$ cat src/rtl/mcp_sched_pkg.sv
// Shared types and constants for the multicycle-path launch/capture scheduler.
package mcp_sched_pkg;

    localparam int CNT_W = 4;
    localparam int NREQ  = 2;

    typedef enum logic [1:0] {
        IDLE    = 2'd0,
        LAUNCH  = 2'd1,
        SETTLE  = 2'd2,
        CAPTURE = 2'd3
    } state_t;

endpackage

$ cat src/rtl/mcp_sched_rr_arb2.sv
// Two-requester round-robin selector; purely combinational.
module rr_arb2
    import mcp_sched_pkg::*;
(
    input  logic [NREQ-1:0] req,
    input  logic            ptr,
    output logic            gnt_idx,
    output logic            gnt_valid
);

    always_comb begin
        gnt_valid = |req;
        gnt_idx   = req[1];
        // Only a tie consults the pointer; a lone requester always wins.
        if (&req) gnt_idx = ptr;
    end

endmodule

$ cat src/rtl/mcp_sched.sv
// Schedules one transaction at a time through a shared multicycle combinational path:
// launch register enable, MCP_CYCLES of settling, then capture register enable.
module mcp_sched
    import mcp_sched_pkg::*;
#(
    parameter int DW         = 4,
    parameter int MCP_CYCLES = 3
)(
    input  logic            clk,
    input  logic            rst,
    input  logic [NREQ-1:0] req,
    input  logic [DW-1:0]   req_data0,
    input  logic [DW-1:0]   req_data1,
    output logic [NREQ-1:0] grant,
    output logic            launch_en,
    output logic [DW-1:0]   launch_data,
    output logic            capture_en,
    output logic            done,
    output logic            done_id,
    output logic            busy
);

    state_t           state;
    state_t           state_nxt;
    logic [CNT_W-1:0] cnt;
    logic             winner;
    logic             ptr;
    logic             arb_idx;
    logic             arb_valid;
    logic             accept;

    rr_arb2 u_arb (
        .req       (req),
        .ptr       (ptr),
        .gnt_idx   (arb_idx),
        .gnt_valid (arb_valid)
    );

    // CAPTURE may accept too, so a waiting requester launches with no idle bubble.
    assign accept = arb_valid && (state == IDLE || state == CAPTURE);

    always_ff @(posedge clk or posedge rst) begin
        if (rst) state <= IDLE;
        else     state <= state_nxt;
    end

    always_comb begin
        state_nxt  = state;
        grant      = '0;
        launch_en  = 1'b0;
        capture_en = 1'b0;
        done       = 1'b0;
        done_id    = 1'b0;
        busy       = (state != IDLE);
        case (state)
            IDLE: begin
                if (accept) state_nxt = LAUNCH;
            end
            LAUNCH: begin
                launch_en       = 1'b1;
                grant[winner]   = 1'b1;
                state_nxt       = (MCP_CYCLES == 1) ? CAPTURE : SETTLE;
            end
            SETTLE: begin
                if (cnt == CNT_W'(1)) state_nxt = CAPTURE;
            end
            CAPTURE: begin
                capture_en = 1'b1;
                done       = 1'b1;
                done_id    = winner;
                state_nxt  = accept ? LAUNCH : IDLE;
            end
            default: state_nxt = IDLE;
        endcase
    end

    // Operand and winner are frozen at acceptance and held until the next acceptance.
    always_ff @(posedge clk or posedge rst) begin
        if (rst) begin
            ptr         <= 1'b0;
            winner      <= 1'b0;
            launch_data <= '0;
            cnt         <= '0;
        end else begin
            if (accept) begin
                winner      <= arb_idx;
                ptr         <= ~arb_idx;
                launch_data <= arb_idx ? req_data1 : req_data0;
            end
            if (state == LAUNCH)      cnt <= CNT_W'(MCP_CYCLES - 1);
            else if (state == SETTLE) cnt <= cnt - CNT_W'(1);
        end
    end

endmodule

$ cat config.mk
export PLATFORM = sky130hd
export DESIGN_NAME = mcp_sched
export DESIGN_NICKNAME = d
export VERILOG_FILES = /design/src/rtl/mcp_sched_pkg.sv /design/src/rtl/mcp_sched_rr_arb2.sv /design/src/rtl/mcp_sched.sv
export SDC_FILE = /design/constraint.sdc
export NUM_CORES = 1
export LEC_CHECK = 0
export BUFFER_PORTS_ARGS = -buffer_cell sky130_fd_sc_hd__buf_4
export CORE_MARGIN = 10
export CORE_UTILIZATION = 40
export DETAILED_ROUTE_END_ITERATION = 16
export PLACE_DENSITY = 0.65
export SYNTH_ARGS = -nofsm -noshare
export SYNTH_HDL_FRONTEND = slang
export SYNTH_SLANG_ARGS = --single-unit
$ cat constraint.sdc
create_clock -name clk -period 3.4 [get_ports clk]
set_input_delay 0 -clock clk [delete_from_list [all_inputs] [get_ports clk]]
set_output_delay 0 -clock clk [all_outputs]
set_load 0.02 [all_outputs]
* Yosys cells after proc, flatten, opt, wreduce, memory -nomap -nowiden
Cells that the tools add are included.
** Word-level totals
- Output and inout port bits :: 11
- Latch bits :: 0
- Logic and storage cells :: 38
- Input port bits :: 12
- Memories kept :: 0
- Bits in writable memories :: 0
- ROM bits :: 0
- Flip-flop bits (word level) :: 12
** Cells by class
- Magnitude comparators :: 2
- Divide/modulo/power cells :: 0
- Bitwise logic cells :: 1
- Eq/ne operators :: 6
- Shift-type cells :: 0
- Reduce and logical (&&, ||, !) cells :: 9
- Mux-type cells :: 14
- Multipliers :: 0
- Add/subtract/negate cells :: 1
** Operators by type and width (count)
- 2-to-1 mux 4 bit :: 3
- one-hot mux 2 bit (4 select lines) :: 1
- 2-to-1 mux 1 bit :: 6
- 2-to-1 mux 2 bit :: 3
- equality test 2 bit, second input constant :: 2
- equality test 4 x 1 -> 1 bit, second input constant :: 1
- inequality test 2 bit, second input constant :: 2
- AND reduction 2 bit :: 2
- nonzero test 2 bit :: 2
- subtractor 4 x 1 -> 4 bit, second input constant :: 1
- equality test 2 x 1 -> 1 bit, second input constant :: 1
- logical AND 1 bit :: 2
- logical NOT 2 bit :: 1
- less-than comparator 1 x 2 -> 1 bit, second input constant :: 1
- OR reduction 2 bit :: 1
- demux 1 bit (select 1 bit) :: 1
- greater-or-equal comparator 1 bit, second input constant :: 1
- logical OR 1 bit :: 1
- NOT 1 bit :: 1

* Longest topological paths before layout
Gate-level depths: netlist of the first run.
- Depth after elaboration :: 5
- Mapped depth :: 6

* Modules after synthesis
From an unflattened synthesis of the first run, not the netlist that was laid out.
** Unflattened totals
- Cells, all modules :: 73
- Area, all modules :: 718.2 um^2
** Modules (own cells, without submodules)
- mcp_sched :: area each 700.7 um^2, sequential area each 300.3 um^2, times used 1, cells an instance 70
- rr_arb2 :: area each 17.5 um^2, sequential area each 0.0 um^2, times used 1, cells an instance 3

* Least setup slack after synthesis of the first run
No wires, ideal clock.
- Path kind :: register to register
- Start point :: register state[0]
- End point :: register state[0]
- Required time :: 3.301 ns
- Arrival time :: 1.435 ns
- Path slack :: 1.865 ns
- Library setup time :: 0.099 ns
- Stages on the path, launching flop included :: 7
- Path through :: dfrtp_1 inv_1 ha_1 o21ba_1 buf_2 o31ai_1 a311oi_1
** Between the ends
- Cells in the longest elaborated chain, start to end :: 5
- Elaborated cells on any way between the ends :: 11
- Classes of those cells :: eq/ne (5); mux (2); reduce/logical (4)
** RTL lines
- start: declaration :: RTL line mcp_sched.sv:23 : state_t state;
- start signal: assignment :: RTL line mcp_sched.sv:44 : else state <= state_nxt;
- equality test 2 bit or logical NOT 2 bit (tied branches) :: RTL line mcp_sched.sv:40, mcp_sched.sv:55
- logical OR 1 bit :: RTL line mcp_sched.sv:40 : assign accept = arb_valid && (state == IDLE || state == CAPTURE);
- logical AND 1 bit :: RTL line mcp_sched.sv:40
- 2-to-1 mux 1 bit or inequality test 2 bit (tied branches)
- one-hot mux 2 bit (4 select lines) or AND reduction 2 bit (tied branches)
Parallel ways exist; a longest one is shown, timed or not.
A chain may end at the register's enable or synchronous reset.

* Worst setup path in the final report of the first run
- Start point :: register state[0]
- End point :: register launch_data[0]
** Between the ends
- Cells in the longest elaborated chain, start to end :: 3
- Elaborated cells on any way between the ends :: 4
- Classes of those cells :: eq/ne (1); reduce/logical (3)
** RTL lines
- equality test 2 bit or logical NOT 2 bit (tied branches) :: RTL line mcp_sched.sv:40
- logical OR 1 bit * :: RTL line mcp_sched.sv:40
- logical AND 1 bit * :: RTL line mcp_sched.sv:40
- end signal: assignment :: RTL line mcp_sched.sv:88 : launch_data <= arb_idx ? req_data1 : req_data0;
- end: declaration :: RTL line mcp_sched.sv:16 : output logic [DW-1:0] launch_data,
Mark *: on every way between the ends. The rest lies on a longest branch, timed or not.

==> reports/qor.csv, run 1 <==
metric,value,unit
DRT iter0 DRCs,14,
Hold WS,0.0114,ns
I/O pins,23,
unrepaired setup endpoints after global routing,false,
crit end category,flip-flop,
vias in the first global route,664,
Clock transition at path regs,0.08,ns
CTS Root Cell,clkbuf_4,
Pleak,0.474,nW
post-route setup slack,1.08,ns
terminus of the critical flop-to-flop path,launch_data[0],
nets,124,
largest net degree at the start of global routing,14,
IO buf count,22,
hold endpoint,launch_data[2],
first-pass GRT wire length,2940,um
final wirelength,1760,um
ys flop type,dfrtp_1,
CP Buf/Inv Count,2,
max_cap viols,0,
Crit path largest cell delay,0.55,ns
grt total ovfl,0,
cell area after synthesis,721,um2
P per Cell Area,1010,mW/mm2
Post-DP Area,901,um2
detailed-route via count,646,
part of the cycle the worst path needs,0.681,
HP Start,req_data0[2],
Setup TNS Final,0,ns
Die Span X,62.4,um
Worst EP required,3.62,ns
crit-path max FO,13,
synthesized flop and latch total,12,
Worst setup SP type,flip-flop,
TritonRoute pass-1 iters,4,
initial antenna violation count,0,
asr flop ratio synth,1.00,
register area,300,um2
area of the multi-input gates,363,um2
Starting Density,0.417,
Post-Synthesis Cells,78,
Num CTS Buffers,3,
Inst Count DP,122,
f_max,432,MHz
design area,977,um2
part of the Yosys area used for sequential elements,0.417,
FP Rows,15,
final core occ,0.566,
layout cells sized above 1,0.286,
Worst VDD drop,0.000587,V
Worst slew margin,0.681,
Ant. Diodes,0,
Worst-Skew Late Latency,0.27,ns
"EDFF count, synth",0,
Hold Fails Final Rpt,0,
max-slew violations,0,
synth unique cells,29,
"antenna viol nets, final",0,
H-tree depth,1,
P&R area growth vs syn,35.6,%
status,"complete, no violations",
crit path DAT,2.53,ns
# clock sinks,12,
hold path depth,3,
vias per std cell,4.97,
post-DR wirelength/cell,13.5,um
drt drc,0,
CTS tree,yes,
CP Cell Sequence,inv_1 > ha_1 > o21ba_1 > nor2_1 > a31oi_1 > dlygate4sd3_1,
"slowest stage cell, crit path",dlygate4sd3_1,
DP Wirelength,1310,um
syn_area_per_cell,9.24,um2
"CP delay by family, top",buffers and inverters,
Worst Clk Skew,0.000729,ns
Post-Place Worst Slack,1.40,ns
syn_nets,96,
area of the core,0.00173,mm2
measured slew at the worst slew-check pin,0.478,ns
die footprint,0.00390,mm2
GP Congestion,0.767,
reg2reg start,state[0],
CTS Buffer Depth,2,
crit path kind,reg -> reg,
total chip power,0.988,mW
Final Instance Count excl. Fillers,130,
fin crit period,2.32,ns
HP Class,in -> reg,
stages on the worst setup path,6,
R2R depth,6,
fill count,168,
die height,62.4,um
Final Setup Violations,0,
flop2flop setup slack,1.08,ns
GRT Util Overall,0.0901,
Synth warnings,0,
-- power breakdown --
| part | leakage (nW) | switching (mW) | internal, mW | total [mW] |
|---|---|---|---|---|
| clock | 0.0210 | 0.0502 | 0.0651 | 0.115 |
| combinational | 0.313 | 0.333 | 0.265 | 0.599 |
| sequential | 0.140 | 0.0527 | 0.221 | 0.274 |
| total | 0.474 | 0.436 | 0.552 | 0.988 |
-- area by class of cell --
type / count / share of cell area
multi-input combinational: 52 / 0.371
tap: 25 / 0.0320
clock buffer: 4 / 0.0371
timing repair buffer: 26 / 0.210
inverter: 11 / 0.0423
sequential: 12 / 0.307
-- kinds of logic (layout without fill, tap and decap cells) --
kind of cell / Yosys count / count (layout) / share of synthesized area
flip-flops: 12 / 12 / 0.417
AND/OR/NAND/NOR: 23 / 23 / 0.167
AO/OA/AOI/OAI: 21 / 21 / 0.203
buffers and inverters: 14 / 41 / 0.0799
adder cells (fa/ha/maj): 6 / 6 / 0.104
multiplexers: 2 / 2 / 0.0295
-- Yosys cell counts (2+ instances only) --
cell / n / share of area
ha_1: 6 / 0.10
inv_1: 11 / 0.057
nor3_1: 2 / 0.014
nor2_1: 7 / 0.036
o21ai_0: 7 / 0.049
nand2_1: 2 / 0.010
o22ai_1: 2 / 0.017
a31oi_1: 5 / 0.043
nand3_1: 5 / 0.035
dfrtp_1: 12 / 0.42
-- flip-flops by register name, indices dropped and copies added, names as in the netlist --
| register | count |
|---|---|
| cnt | 4 |
| state | 2 |
| winner | 1 |
| ptr | 1 |
| launch_data | 4 |
-- worst max-delay path by stage --
stage	from	to	slack [ns]
after floorplan	state[0]	state[0]	1.87
after global placement	state[0]	state[1]	1.44
after detailed placement	state[0]	state[1]	1.40
after CTS	state[0]	launch_data[0]	1.08
after global routing	state[0]	launch_data[0]	0.85
final	state[0]	launch_data[0]	1.08
-- per-layer routing --
layer | part of all wire | vias to the layer above | global-route usage
li1 | - | 331 | -
met1 | 0.45 | 298 | 0.111
met2 | 0.49 | 15 | 0.138
met3 | 0.056 | 2 | 0.0394
met4 | 0.0074 | 0 | 0.0251
met5 | 0 | - | 0
-- worst register-to-register path, stage by stage (launching register included) --
cell and delay, ns:
dfrtp_1 0.41, inv_1 0.11, ha_1 0.45, o21ba_1 0.52, nor2_1 0.07, a31oi_1 0.13, dlygate4sd3_1 0.55
-- repair_timing --
| action | in CTS | in global routing |
|---|---|---|
| setup buffers | 0 | 0 |
| endpoints found under the setup margin | 0 | 0 |
| gates resized for setup | 0 | 0 |
| hold buffers | 4 | 0 |
| hold endpoints to repair | 14 | 0 |
-- cell usage in the layout (no fill, tap or decap), types with 2 or more instances in the layout --
master	instances
a31oi_1	5
buf_4	22
clkbuf_4	3
dfrtp_1	12
dlygate4sd3_1	4
ha_1	6
inv_1	11
nand2_1	2
nand3_1	5
nor2_1	7
nor3_1	2
o21ai_0	7
o22ai_1	2
No activity file was read; power rests on OpenSTA's default activity.
==> inputs of run 2 (changes only) <==
--- a/config.mk
+++ b/config.mk
@@ -5,11 +5,11 @@
 export SDC_FILE = /design/constraint.sdc
 export NUM_CORES = 1
 export LEC_CHECK = 0
+export ABC_AREA = 1
 export BUFFER_PORTS_ARGS = -buffer_cell sky130_fd_sc_hd__buf_4
 export CORE_MARGIN = 10
 export CORE_UTILIZATION = 40
 export DETAILED_ROUTE_END_ITERATION = 16
-export PLACE_DENSITY = 0.65
 export SYNTH_ARGS = -nofsm -noshare
 export SYNTH_HDL_FRONTEND = slang
 export SYNTH_SLANG_ARGS = --single-unit
==> constraint.sdc (replaced) <==
create_clock -name clk -period 2.3 [get_ports clk]
set_input_delay 0 -clock clk [delete_from_list [all_inputs] [get_ports clk]]
set_output_delay 0 -clock clk [all_outputs]
set_load 0.02 [all_outputs]
==> reports/qor.csv, run 2 <==
metric,value,unit
status,"complete, no violations",
Clock transition at path regs,0.08,ns
Pleak,0.576,nW
die footprint,0.00396,mm2
TritonRoute pass-1 iters,4,
f_max,664,MHz
DRT iter0 DRCs,23,
final core occ,0.557,
detailed-route via count,663,
vias in the first global route,668,
P per Cell Area,1470,mW/mm2
part of the Yosys area used for sequential elements,0.407,
DP Wirelength,1400,um
largest registers,"cnt: 4 flops, launch_data: 4 flops, state: 2 flops",
"EDFF count, synth",0,
Num CTS Buffers,3,
area of the core,0.00175,mm2
Worst EP required,2.46,ns
Synth top cells by count,"nand2_1 (31), inv_1 (20), dfrtp_1 (12)",
CTS Buffer Depth,2,
GP Congestion,0.788,
part of the cycle the worst path needs,0.654,
initial antenna violation count,0,
P&R area growth vs syn,31.9,%
CTS tree,yes,
first-pass GRT wire length,3020,um
grt total ovfl,0,
Worst setup SP type,flip-flop,
max_cap viols,0,
Final Setup Violations,0,
synth unique cells,17,
cell area after synthesis,737,um2
most frequent cells in the layout,"nand2_1 (31), buf_4 (22), inv_1 (20)",
Hold Fails Final Rpt,0,
Starting Density,0.422,
final wirelength,1640,um
die height,62.9,um
Worst VDD drop,0.000740,V
Setup TNS Final,0,ns
HP Class,in -> reg,
IO buf count,22,
Inst Count DP,146,
"commonest non-fill, non-tap cell in the layout",nand2_1,
Post-CTS Repair Setup Buffers,0,
# clock sinks,12,
crit path kind,reg -> reg,
Die Span X,62.9,um
Final Instance Count excl. Fillers,151,
asr flop ratio synth,1.00,
CTS Root Cell,clkbuf_4,
crit-path max FO,6,
Worst slew margin,0.697,
Ant. Diodes,0,
top-count cell post-synth,nand2_1,
fill count,179,
register area,300,um2
FP Rows,15,
max-slew violations,0,
Synth warnings,0,
Synth area leaders,"dfrtp_1 (41%), nand2_1 (16%), ha_1 (10%), inv_1 (10%), nand3_1 (4.8%)",
I/O pins,23,
drt drc,0,
synthesized flop and latch total,12,
"antenna viol nets, final",0,
measured slew at the worst slew-check pin,0.454,ns
post-DR wirelength/cell,10.9,um
crit end category,flip-flop,
ys flop type,dfrtp_1,
area of the multi-input gates,335,um2
Worst Clk Skew,0.0133,ns
H-tree depth,1,
nets,145,
unrepaired setup endpoints after global routing,false,
# resized after CTS,0,
fin crit period,1.50,ns
syn_nets,118,
vias per std cell,4.39,
Post-Synthesis Cells,100,
GRT Util Overall,0.0912,
"area leader, netlist",dfrtp_1,
Worst-Skew Late Latency,0.28,ns
"Hold-fix buffers, CTS",1,
syn_area_per_cell,7.37,um2
crit path DAT,1.66,ns
largest net degree at the start of global routing,13,
Yosys top cell area share,0.407,
layout cells sized above 1,0.294,
run 2: cell types whose count changed after synthesis, moves of 4 or more:
cell	before	now
a31oi_1	5	1
nand2_1	2	31
o21ai_0	7	2
inv_1	11	20
inv_2	0	5
run 2: where the power goes:
part | switching [mW] | leakage (nW) | internal, mW
sequential | 0.0884 | 0.144 | 0.325
combinational | 0.516 | 0.412 | 0.335
clock | 0.0698 | 0.0210 | 0.0962
total | 0.675 | 0.576 | 0.757
run 2: cell type report:
type	instances	area share
Multi-Input combinational cell	62	0.345
Sequential cell	12	0.309
Timing Repair Buffer	23	0.180
Inverter	25	0.0965
Clock buffer	4	0.0373
Tap cell	25	0.0322
run 2: per-stage QoR:
stage | hold slack, ns | total power, mW | cell area (um2) | setup WS, ns
2_1_floorplan | -0.135 | 1.02 | 737 | 0.928
3_3_place_gp | 0.0491 | 1.27 | 926 | 0.850
3_5_place_dp | 0.0466 | 1.28 | 926 | 0.790
4_1_cts | 0.0214 | 1.46 | 972 | 0.769
5_1_grt | 0.0618 | 1.60 | 972 | 0.591
6_report | 0.0266 | 1.43 | 972 | 0.795
run 2: path summary, 6_finish.rpt:
path,startpoint,endpoint,slack [ns],cells past startpoint
max,state[0],cnt[3],0.80,7
max in group asynchronous,rst,launch_data[2],1.70,3
max reg2reg,state[0],cnt[3],0.80,7
min reg2reg,launch_data[2],launch_data[2],0.49,2
min in group asynchronous,rst,launch_data[3],0.28,3
min,req_data0[0],launch_data[0],0.03,5
run 2: logic make-up after synthesis:
kind of cell,Yosys count,synth area share
adders and majority gates,6,0.102
and+or+nand+nor,46,0.260
buffers and inverters,26,0.138
DFF,12,0.407
AOI/OAI and AO/OA,10,0.0934
run 2: layer usage:
metal  track usage  routed length [um]  share of wire  vias to the layer above
li1              -                   -              -                      349
met1         0.112                 761           0.46                      292
met2         0.136                 727           0.44                       18
met3        0.0502                 130          0.079                        4
met4        0.0168                  23          0.014                        0
met5             0                   0              0                        -
run 2: worst max-delay path, cell delays in order, from the launching register on:
cell and delay, ns:
dfrtp_1 0.42, inv_1 0.10, ha_1 0.38, inv_2 0.10, nor2_2 0.14, nand2_1 0.07
o21ai_1 0.13, nor2_1 0.05
